### src/rtl/mic1_uart_tx_if.sv
// Byte handshake between the mic-1 SoC output path and the UART transmitter.
// The producer holds in_data and in_valid until it sees in_ready high at a clock edge.
interface mic1_uart_tx_if;
  logic [7:0] in_data;
  logic       in_valid;
  logic       in_ready;

  modport master (output in_data, output in_valid, input in_ready);
  modport slave  (input in_data, input in_valid, output in_ready);
endinterface

### src/rtl/mic1_uart_tx.sv
// Buffered 8N1 UART transmitter for the board TX pin.
// Bytes enter a small circular FIFO. A four-state FSM pops them and shifts
// them out LSB-first. Each serial bit lasts CLKS_PER_BIT clock cycles.
module mic1_uart_tx #(
  parameter int CLKS_PER_BIT = 52,
  parameter int FIFO_DEPTH   = 4
) (
  input  logic                          clk,
  input  logic                          resetn,
  mic1_uart_tx_if.slave                 bus,
  output logic                          tx,
  output logic                          busy,
  output logic [$clog2(FIFO_DEPTH):0]   fifo_level
);

  localparam int AW = $clog2(FIFO_DEPTH);
  localparam int CW = $clog2(CLKS_PER_BIT);
  localparam logic [CW-1:0] BAUD_LAST  = CW'(CLKS_PER_BIT - 1);
  localparam logic [AW:0]   FULL_LEVEL = (AW + 1)'(FIFO_DEPTH);

  typedef enum logic [1:0] {S_IDLE, S_START, S_DATA, S_STOP} state_e;

  // FIFO storage and pointers. Each pointer has one extra wrap bit, so full
  // and empty can be told apart.
  logic [7:0]    r_mem [FIFO_DEPTH];
  logic [AW:0]   r_wr_ptr;
  logic [AW:0]   r_rd_ptr;

  // Serialiser state.
  state_e        r_state;
  logic [CW-1:0] r_baud;
  logic [2:0]    r_bit;
  logic [7:0]    r_shift;
  logic          r_tx;

  logic [AW:0]   w_level;
  logic          w_full;
  logic          w_empty;
  logic          w_push;
  logic          w_pop;
  logic          w_baud_end;
  logic [7:0]    w_head;

  assign w_level    = r_wr_ptr - r_rd_ptr;
  assign w_empty    = (r_wr_ptr == r_rd_ptr);
  assign w_full     = (w_level == FULL_LEVEL);
  assign w_baud_end = (r_baud == BAUD_LAST);
  assign w_head     = r_mem[r_rd_ptr[AW-1:0]];

  // NOTE: in_ready looks only at the registered FIFO state. A pop in the same
  // cycle does not make a full FIFO ready, which keeps this path free of any
  // combinational loop through the FSM.
  assign bus.in_ready = !w_full;
  assign w_push       = bus.in_valid && !w_full;

  // The FSM takes the head byte in IDLE, or at the end of a stop bit, if the FIFO holds data.
  assign w_pop = !w_empty &&
                 ((r_state == S_IDLE) || ((r_state == S_STOP) && w_baud_end));

  assign tx         = r_tx;
  assign fifo_level = w_level;
  assign busy       = (r_state != S_IDLE) || (w_level != '0);

  // Write a pushed byte into its FIFO slot.
  // NOTE: the storage array has no reset. The pointers alone decide which
  // entries are valid, so clearing the data would only add reset fan-out.
  always_ff @(posedge clk) begin
    if (w_push) begin
      r_mem[r_wr_ptr[AW-1:0]] <= bus.in_data;
    end
  end

  // Advance the FIFO pointers. They wrap naturally modulo twice the depth.
  // NOTE: sequential state uses non-blocking assignments only, so every
  // register sees the values from before the clock edge.
  always_ff @(posedge clk or negedge resetn) begin
    if (!resetn) begin
      r_wr_ptr <= '0;
      r_rd_ptr <= '0;
    end else begin
      if (w_push) r_wr_ptr <= r_wr_ptr + 1'b1;
      if (w_pop)  r_rd_ptr <= r_rd_ptr + 1'b1;
    end
  end

  // Frame FSM: start bit, 8 data bits LSB-first, stop bit; tx is registered.
  always_ff @(posedge clk or negedge resetn) begin
    if (!resetn) begin
      r_state <= S_IDLE;
      r_tx    <= 1'b1;
      r_baud  <= '0;
      r_bit   <= '0;
      r_shift <= '0;
    end else begin
      case (r_state)
        S_IDLE: begin
          r_tx <= 1'b1;
          if (w_pop) begin
            r_shift <= w_head;
            r_tx    <= 1'b0;
            r_baud  <= '0;
            r_state <= S_START;
          end
        end

        S_START: begin
          if (w_baud_end) begin
            r_baud  <= '0;
            r_tx    <= r_shift[0];
            r_bit   <= '0;
            r_state <= S_DATA;
          end else begin
            r_baud <= r_baud + 1'b1;
          end
        end

        S_DATA: begin
          if (w_baud_end) begin
            r_baud <= '0;
            if (r_bit == 3'd7) begin
              r_tx    <= 1'b1;
              r_state <= S_STOP;
            end else begin
              r_shift <= {1'b0, r_shift[7:1]};
              r_tx    <= r_shift[1];
              r_bit   <= r_bit + 3'd1;
            end
          end else begin
            r_baud <= r_baud + 1'b1;
          end
        end

        S_STOP: begin
          if (w_baud_end) begin
            r_baud <= '0;
            if (w_pop) begin
              // Start the next frame right away, with no idle gap.
              r_shift <= w_head;
              r_tx    <= 1'b0;
              r_state <= S_START;
            end else begin
              r_state <= S_IDLE;
            end
          end else begin
            r_baud <= r_baud + 1'b1;
          end
        end

        default: begin
          r_state <= S_IDLE;
          r_tx    <= 1'b1;
          r_baud  <= '0;
        end
      endcase
    end
  end

endmodule

### src/flat_wrapper.sv
// flat-port wrapper written by rule: the top's interface ports become plain ports
module mic1_uart_tx_flat 
#(
  parameter int CLKS_PER_BIT = 52,
  parameter int FIFO_DEPTH   = 4
)
  (clk, resetn, tx, busy, fifo_level, bus_in_data, bus_in_valid, bus_in_ready);
  mic1_uart_tx_if bus_i ();
  input  logic clk;
  input  logic resetn;
  output logic tx;
  output logic busy;
  output logic [$clog2(FIFO_DEPTH):0] fifo_level;
  input wire logic [$bits(bus_i.in_data)-1:0] bus_in_data;
  input wire logic [$bits(bus_i.in_valid)-1:0] bus_in_valid;
  output wire logic [$bits(bus_i.in_ready)-1:0] bus_in_ready;
  assign bus_i.in_data = bus_in_data;
  assign bus_i.in_valid = bus_in_valid;
  assign bus_in_ready = bus_i.in_ready;
  mic1_uart_tx #(.CLKS_PER_BIT(CLKS_PER_BIT), .FIFO_DEPTH(FIFO_DEPTH)) u_core (.clk(clk), .resetn(resetn), .bus(bus_i), .tx(tx), .busy(busy), .fifo_level(fifo_level));
endmodule
### config.mk
export PLATFORM = sky130hd
export DESIGN_NAME = mic1_uart_tx_flat
export DESIGN_NICKNAME = d
export VERILOG_FILES = /design/src/rtl/mic1_uart_tx_if.sv /design/src/rtl/mic1_uart_tx.sv /design/src/flat_wrapper.sv
export SDC_FILE = /design/constraint.sdc
export NUM_CORES = 1
export LEC_CHECK = 0
export BUFFER_PORTS_ARGS = -buffer_cell sky130_fd_sc_hd__buf_2
export CORE_ASPECT_RATIO = 1.25
export CORE_UTILIZATION = 60
export CTS_BUF_LIST = sky130_fd_sc_hd__clkbuf_8
export DETAILED_ROUTE_END_ITERATION = 8
export PLACE_DENSITY = 0.83
export SETUP_SLACK_MARGIN = 0.05
export SLEW_MARGIN = 20
export SYNTH_ARGS = -nofsm -noshare
export SYNTH_HDL_FRONTEND = slang
export SYNTH_SLANG_ARGS = --single-unit
### constraint.sdc
create_clock -name clk -period 5.4 [get_ports clk]
set_clock_uncertainty 0.15 [all_clocks]
set_input_delay 1.08 -clock clk [delete_from_list [all_inputs] [get_ports clk]]
set_output_delay 1.08 -clock clk [all_outputs]
set_load 0.05 [all_outputs]
After elaboration in Yosys (flattened, before gate mapping)
Memories as Yosys holds them, arrays and structs flattened.
Index checks and enable logic that the tools add are counted.
{ "op_classes": {"addsub": 5, "n_eq_ne": 14, "n_mux": 28, "reduce_logical": 17} }
{ "ops": {"columns": ["op", "n"], "rows": [
  ["2-to-1 mux 8 bit", 4],
  ["case mux 8 bit (3 select lines)", 1],
  ["2-to-1 mux 6 bit", 2],
  ["inequality test 2 x 1 -> 1 bit (second input constant)", 6],
  ["case mux 6 bit (2 select lines)", 1],
  ["AND reduction 4 bit", 3],
  ["2-to-1 mux 2 bit", 5],
  ["adder 3 x 1 -> 3 bit (second input constant)", 3],
  ["2-to-1 mux 1 bit", 9],
  ["2-to-1 mux 3 bit", 3],
  ["case mux 2 bit (4 select lines)", 1],
  ["adder 6 x 1 -> 6 bit (second input constant)", 1],
  ["== test 3 bit (second input constant)", 2],
  ["== test 6 bit (second input constant)", 1],
  ["case mux 3 bit (2 select lines)", 1],
  ["nonzero test 3 bit", 2],
  ["AND reduction 5 bit", 1],
  ["== test 2 bit (second input constant)", 2],
  ["case mux 1 bit (4 select lines)", 1],
  ["nonzero test 2 bit", 2],
  ["== test 3 bit", 1],
  ["logical AND 1 bit", 3],
  ["OR reduction 3 bit", 1],
  ["subtractor 3 bit", 1],
  ["other kinds (5)", 7]
]} }
{ "totals": {"ff_bits": 26, "ram_bits": 32, "in_bits": 11, "output_inout_bits": 6, "elab_cells": 72, "memories": 1} }
{ "memory_table": {"columns": ["name", "words", "word_bits", "read_ports", "rd_ports_with_merged_regs", "wr", "line_no", "rtl"], "rows": [
  ["u_core.r_mem", 4, 8, 1, 0, 1, "mic1_uart_tx.sv:25", "logic [7:0] r_mem [FIFO_DEPTH];"]
]} }

Depth between registers and ports, before layout
Gate-level depths: netlist of run 1.
{ "depth": {"ltp_word": 7, "mapped_depth": 8, "ltp_nobuf": 7} }

Least setup slack after synthesis of run 1
OpenSTA, ideal clock, no wires.
{ "synth_path": {"path_type": "register to output", "from": "register u_core.r_wr_ptr[0]", "to": "output port bus_in_ready", "arrival_time_ns": 2.323, "required_time_ns": 4.170, "slack_ns": 1.847, "path_stages_with_launch": 6, "path_buffers": 0, "path_cell_list": "dfrtp_1 inv_1 ha_1 fa_1 xnor2_2 nand3_1"} }
{ "synth_via": {"elab_chain_len": 3} }
{ "synth_lines": {"columns": ["item", "line_no", "rtl"], "rows": [
  ["start, declared", "mic1_uart_tx.sv:26", "logic [AW:0] r_wr_ptr;"],
  ["start signal, assigned", "mic1_uart_tx.sv:81", "if (w_push) r_wr_ptr <= r_wr_ptr + 1'b1;"],
  ["subtractor 3 bit", "mic1_uart_tx.sv:44", "assign w_level = r_wr_ptr - r_rd_ptr;"],
  ["via fifo_level[2]", "flat_wrapper.sv:13", "output logic [$clog2(FIFO_DEPTH):0] fifo_level;"],
  ["== test 3 bit", "mic1_uart_tx.sv:46", "assign w_full = (w_level == FULL_LEVEL);"],
  ["logical NOT 1 bit", "mic1_uart_tx.sv:53", "assign bus.in_ready = !w_full;"],
  ["end, declared", "flat_wrapper.sv:16", "output wire logic [$bits(bus_i.in_ready)-1:0] bus_in_ready;"]
]} }
The timed path passes the listed nets, and every way through them passes these cells.

Worst setup path in the final report of run 1
{ "layout_path": {"from": "register u_core.r_rd_ptr[0]", "to": "output port busy"} }
{ "layout_via": {"elab_chain_len": 3} }
{ "layout_lines": {"columns": ["item", "line_no", "rtl"], "rows": [
  ["start, declared", "mic1_uart_tx.sv:27", "logic [AW:0] r_rd_ptr;"],
  ["start signal, assigned", "mic1_uart_tx.sv:82", "if (w_pop) r_rd_ptr <= r_rd_ptr + 1'b1;"],
  ["subtractor 3 bit", "mic1_uart_tx.sv:44", null],
  ["nonzero test 3 bit", "mic1_uart_tx.sv:62", "assign busy = (r_state != S_IDLE) || (w_level != '0);"],
  ["logical OR 1 bit", "mic1_uart_tx.sv:62", null],
  ["end, declared", "flat_wrapper.sv:12", "output logic busy;"]
]} }
Every way passes these cells.

==> metrics.txt, run 1 <==
status complete, no violations; Rows 28; core area 0.00476 mm²; Switching Share roughly 43%; Pint about 1.2 mW; min cycle time layout 3.92 ns; worst slew pin tran slightly above 0.9 ns; main flop type after synthesis edfxtp_1; Ys Warns 0; relative slew slack a little under 40%; post-synthesis register bit count 58; Hold Crit Class flip-flop to flip-flop; Async SR Flop Fraction between 40% and 50%; Yosys top cell by area edfxtp_1; worst r2r src u_core.r_rd_ptr[0]; Pwr Density ~660 mW/mm²; clock sinks between 50 and 60; total CTS buffers 9; Post-DP HPWL about 3.5 mm; die width ~65 µm; Final Net Count between 200 and 300; H-tree levels 3; CP startpoint kind flip-flop; Setup crit end kind output port; number of port buffers 16; CTS tree built; Initial Utilization 62.7%; fmax between 200 and 300 MHz; RD Place Congestion between 0.7 and 0.8; CP Data Required Time ~4.2 ns; Core Util, Final around 69%; DR vias around 1900; final setup vio count 0; FF-to-FF End u_core.r_mem[3][7]; switching power about 0.94 mW; Cell variety after synth 53; Synth Instances around 230; Post-Place Cell Area between 0.003 and 0.004 mm²; Vias/cell between 5 and 6; max-cap violations 0; Net Count, Synth 260; largest net degree at the start of global routing 27; sequential-to-total area share from yosys stat 54.0%; Inserted Diodes 0; fin. max-slew vios 0; Setup crit end busy; I/O pin total 17; CTS Buffer Depth 2; Post-CTS Setup Bufs 0; vias in the first global route roughly 1800; largest cells by area after synthesis edfxtp_1, dfrtp_1, ha_1; Synth top area share roughly 32%; grt ovf 0; cts-stage hold buffer count 0; Reg2Reg Depth 5; DRC Markers 0; Final Hold Fails 0; 1st-iter DRT viols 118; Tcrit/Tclk final between 70% and 80%; WL/cell between 15 and 20 µm; clock share of power between 10% and 20%; Reg clk slew, reported paths around 0.070 ns; Total Routing Usage GR ~22%; drt pass-1 iters 4; final WL 5.15 mm; initial antenna violation count 0; Post-synth EDFFs 32; ANT nets after route 0; hold path cells 2; Fin Setup TNS 0 ns; Pleak about 1.3 nW; R2R Setup Slk ~2.6 ns; root buffer cell clkbuf_8; Worst Setup SP u_core.r_rd_ptr[0]; Crit path arrival time ~2.7 ns; Area Growth Syn to Fin 10.3%; Logic pwr share about half; die span in y approximately 81 µm; most common cell in the synthesized netlist edfxtp_1; hold_ws about 0.32 ns; share of layout cells above drive strength 1 between 20% and 30%; Syn Area/Cell roughly 13 µm²; RSZ-0062 raised after global routing no; FILL cells between 300 and 400; Sequential Power Share roughly a third; Design Area, Final between 0.003 and 0.004 mm²; # resized after CTS 0; synthesized area roughly 0.003 mm²; first-pass GRT wire length 8.49 mm; Crit Path Max Fanout 11; kind of critical path flip-flop to output port; list of most frequent post-synthesis cells edfxtp_1, dfrtp_1, nor2_1, ha_1, inv_1; worst vdd rail ir drop 0.000643 V; die area ~0.0053 mm²; worst skew pair latency about 0.33 ns
[layout by cell type, fill, tap and decap left out, types with 5 or more instances in the layout]
cell type	netlist	routed
nor2_1	20	20
inv_1	16	17
buf_2	3	16
ha_1	16	16
nand2_1	14	14
dfrtp_1	25	25
clkbuf_8	0	9
nand3_1	11	11
mux4_2	8	8
edfxtp_1	32	32
o21ai_0	11	11
o221ai_1	5	5
[flip-flops by register name (all words and copies together), names as in the netlist]
register and cells:
u_core.r_rd_ptr 3, u_core.r_mem 32, u_core.r_shift 8, u_core.r_baud 6
u_core.tx 1, u_core.r_state 2, u_core.r_wr_ptr 3, u_core.r_bit 3
[kinds of logic (layout without fill, tap and decap cells)]
group / Yosys count / after routing / share of synthesized area [%]
simple gates: 68 / 68 / 12.8
mux: 11 / 11 / 7.12
flops: 58 / 58 / 54.0
buf+inv: 24 / 48 / 3.14
xor+xnor: 7 / 7 / 2.56
fa+ha+maj: 17 / 17 / 7.37
compound gates: 47 / 47 / 13.0
[metal layers]
metal / vias up / routed length (µm) / track usage (%)
met1: 918 / 2210 / 26.1
met2: 36 / 2620 / 37.3
met5: - / 0 / 0
met3: 10 / 196 / 7.16
li1: 903 / - / -
met4: 0 / 114 / 11.7
[power by group through the flow]
| stage | registers, mW | clock network (mW) | logic [mW] |
|---|---|---|---|
| 6_report | 0.739 | 0.374 | 1.08 |
| 5_1_grt | 0.756 | 0.398 | 1.17 |
| 2_1_floorplan | 0.705 | 0 | 0.898 |
| 4_1_cts | 0.741 | 0.381 | 1.08 |
| 3_5_place_dp | 0.749 | 0 | 1.07 |
| 3_3_place_gp | 0.740 | 0 | 1.05 |
[area by class of cell]
| type | count | area [µm²] | share of cell area [%] |
|---|---|---|---|
| sequential | 58 | 1610 | 49.0 |
| inverter | 16 | 60.1 | 1.82 |
| timing repair buffer | 16 | 80.1 | 2.43 |
| tap | 60 | 75.1 | 2.28 |
| clock buffer | 9 | 124 | 3.76 |
| clock inverter | 7 | 61.3 | 1.86 |
| multi-input combinational | 150 | 1280 | 38.9 |
[worst min-delay path by stage]
stage                      start                 to  slack, ns
2_1_floorplan  u_core.r_shift[1]  u_core.r_shift[1]       0.33
3_3_place_gp           u_core.tx          u_core.tx       0.30
3_5_place_dp           u_core.tx          u_core.tx       0.31
4_1_cts                u_core.tx          u_core.tx       0.32
5_1_grt                u_core.tx          u_core.tx       0.36
6_report               u_core.tx          u_core.tx       0.32
[per-stage QoR]
| stage | cells | total power [mW] | setup WS (ns) |
|---|---|---|---|
| after CTS | 316 | 2.20 | 1.42 |
| after global routing | 316 | 2.32 | 1.33 |
| final | 316 | 2.19 | 1.48 |
| after detailed placement | 300 | 1.82 | 1.79 |
| after floorplan | 232 | 1.60 | 1.85 |
| after global placement | 300 | 1.79 | 1.83 |
[critical path: stages, from the launching register on]
cell     delay, ns
dfrtp_1       0.59
ha_1          0.34
fa_1          0.62
inv_1         0.08
or4_1         0.50
buf_2         0.22
No activity file was read; power rests on OpenSTA's default activity.
==> inputs of run 2 (changes only) <==
--- a/config.mk
+++ b/config.mk
@@ -7,10 +7,10 @@
 export LEC_CHECK = 0
 export BUFFER_PORTS_ARGS = -buffer_cell sky130_fd_sc_hd__buf_2
 export CORE_ASPECT_RATIO = 1.25
-export CORE_UTILIZATION = 60
+export CORE_UTILIZATION = 57
 export CTS_BUF_LIST = sky130_fd_sc_hd__clkbuf_8
 export DETAILED_ROUTE_END_ITERATION = 8
-export PLACE_DENSITY = 0.83
+export PLACE_DENSITY = 0.82
 export SETUP_SLACK_MARGIN = 0.05
 export SLEW_MARGIN = 20
 export SYNTH_ARGS = -nofsm -noshare
==> constraint.sdc (replaced) <==
create_clock -name clk -period 3.2 [get_ports clk]
set_clock_uncertainty 0.15 [all_clocks]
set_input_delay 0.64 -clock clk [delete_from_list [all_inputs] [get_ports clk]]
set_output_delay 0.64 -clock clk [all_outputs]
set_load 0.05 [all_outputs]
==> run 2 against run 1 <==
- wire length rose by 11%
- cell area rose by 2.9%
- global-route usage rose by 0.83 points
- sequential share of layout area fell by 1.4 points
- clock power rose by 100%
- first-iteration DRC count rose by 1.7%
- flip-flop and latch count did not move
- count of clock-buffer cells in the layout did not move
- die area rose by 5.1%
- largest power group unchanged
==> metrics.txt, run 2 (synthesized netlist as in run 1, its figures left out) <==
status complete, no violations; Final Hold Fails 0 (unchanged); worst slew pin tran 0.722 ns (-0.183 ns); share of layout cells above drive strength 1 25.7% (+3.8 points); RD Place Congestion 0.773 (-2.8%); switching power 1.69 mW (+79%); worst vdd rail ir drop 0.000859 V (+34%); Pwr Density 1160 mW/mm² (+75%); Total Routing Usage GR 23.3% (+0.83 points); I/O pin total 17 (unchanged); Pleak 1.33 nW (+3.3%); Hold Crit Class input pin to async pin; vias in the first global route 1998 (+8.8%); final WL 5.72 mm (+11%); number of port buffers 16 (unchanged); CTS Buffer Depth 2 (unchanged); fmax 325 MHz; most frequent cells in the layout edfxtp_1, dfrtp_1, nor2_1; die width 66.7 µm (+2.5%); Final Power 3.95 mW (+80%); Crit Path Max Fanout 3 (-8); Pint 2.26 mW (+82%); Switching Share 42.7% (-0.39 points); kind of critical path flip-flop to output port; CTS tree built; first-pass GRT wire length 9.37 mm (+10%); Non-Filler Instances 323 (+2.2%); grt ovf 0 (unchanged); WL/cell 17.7 µm (+8.7%); DR vias 1928 (+3.3%); Logic pwr share 50.5% (+1.3 points); fin. max-slew vios 0 (unchanged); Reg clk slew, reported paths 0.07 ns (about the same); clock share of power 19.1% (+2.0 points); worst skew pair latency 0.34 ns (about the same); Fin Setup TNS 0 ns (unchanged); total CTS buffers 9 (unchanged); die span in y 82.9 µm (+2.5%); Crit path arrival time 2.28 ns (-0.41 ns); CP startpoint kind flip-flop; Area Growth Syn to Fin 13.5%; Inserted Diodes 0 (unchanged); drt pass-1 iters 5 (+1); Rows 29 (+3.6%); max reg flops 32 (unchanged); core area 0.00504 mm² (+5.9%); clock sinks 58 (unchanged); min cycle time layout a little over 3 ns; Final Net Count 284 (+1.8%); die area 0.00554 mm² (+5.1%); max-cap violations 0 (unchanged); H-tree levels 3 (unchanged); Initial Utilization 59.2% (-3.5 points); Sequential Power Share 30.3% (-3.4 points); CP Data Required Time 2.41 ns (-1.76 ns); DRC Markers 0 (unchanged); Design Area, Final 0.00339 mm² (+2.9%); Vias/cell 5.97 (+1.0%); commonest non-fill, non-tap cell in the layout edfxtp_1; root buffer cell clkbuf_8; Post-DP HPWL 3.91 mm (+11%); RSZ-0062 raised after global routing no; largest net degree at the start of global routing 27 (unchanged); Tcrit/Tclk final 96.0%; Setup crit end kind output port; Inst Count DP 305 (+1.7%); ANT nets after route 0 (unchanged); final setup vio count 0 (unchanged); FILL cells 338 (-4.5%); 1st-iter DRT viols 120 (+1.7%); relative slew slack 51.6% (+12 points); Post-Place Cell Area 0.00313 mm² (+0.81%); initial antenna violation count 0 (unchanged); Reg2Reg Depth 6 (+1)
==> run 2: cell count changes in the layout (fill, tap and decap cells not counted), moves of 2 or more <==
cell	change
buf_4	+5
clkinv_1	-2
clkinv_4	+2
inv_1	-2
==> run 2: critical path, stage by stage (launching register included) <==
cell and delay (ns):
dfrtp_1 0.39, inv_2 0.07, ha_2 0.18, fa_1 0.56
inv_1 0.06, or4_4 0.53, buf_8 0.17
==> run 2: layout make-up <==
| cell class | count | area (µm²) | share of cell area, % |
|---|---|---|---|
| clock buffers | 9 | 124 | 3.65 |
| clock inverters | 7 | 101 | 2.99 |
| well taps | 62 | 77.6 | 2.29 |
| inverters | 16 | 60.1 | 1.77 |
| multi-input cells | 150 | 1290 | 37.9 |
| flip-flops and latches | 58 | 1610 | 47.6 |
| repair buffers | 21 | 128 | 3.77 |
==> run 2: path summary, 6_finish.rpt <==
| path | to | start | slack, ns |
|---|---|---|---|
| min reg2reg | u_core.tx | u_core.tx | 0.32 |
| min | u_core.r_baud[2] | resetn | 0.16 |
| min in group clk | u_core.tx | u_core.tx | 0.32 |
| max reg2reg | u_core.r_mem[3][0] | u_core.r_wr_ptr[0] | 0.66 |
| max in group asynchronous | u_core.r_wr_ptr[2] | resetn | 2.33 |
| max | busy | u_core.r_wr_ptr[0] | 0.13 |
==> run 2: repair_timing <==
| action | CTS | global route |
|---|---|---|
| setup endpoints to repair | 1 | 1 |
| hold buffers | 0 | 0 |
| setup buffers | 1 | 1 |
| pin swaps | 1 | 1 |
| gates resized for setup | 0 | 7 |
| hold endpoints to repair | 0 | 0 |
==> run 2: power groups by stage <==
stage | clock network [mW] | registers (mW) | logic, mW
3_5_place_dp | 0 | 1.20 | 1.93
2_1_floorplan | 0 | 1.19 | 1.52
5_1_grt | 0.790 | 1.22 | 2.16
4_1_cts | 0.763 | 1.19 | 1.97
3_3_place_gp | 0 | 1.19 | 1.86
6_report | 0.756 | 1.20 | 1.99
==> run 2: through the flow <==
step	utilization (%)	setup slack [ns]	hold slack [ns]
2_1_floorplan	-	0.0865	0.194
3_3_place_gp	62.1	0.368	0.307
3_5_place_dp	62.1	0.320	0.315
4_1_cts	66.7	0.0686	0.173
5_1_grt	67.2	0.0585	0.209
6_report	67.2	0.127	0.157
==> run 2: routing by layer <==
| layer | track usage, % | vias up | wire (µm) |
|---|---|---|---|
| met5 | 0 | - | 0 |
| met4 | 12.6 | 0 | 138 |
| met3 | 5.36 | 16 | 192 |
| met2 | 39.4 | 47 | 3140 |
| met1 | 26.5 | 951 | 2250 |
| li1 | - | 914 | - |
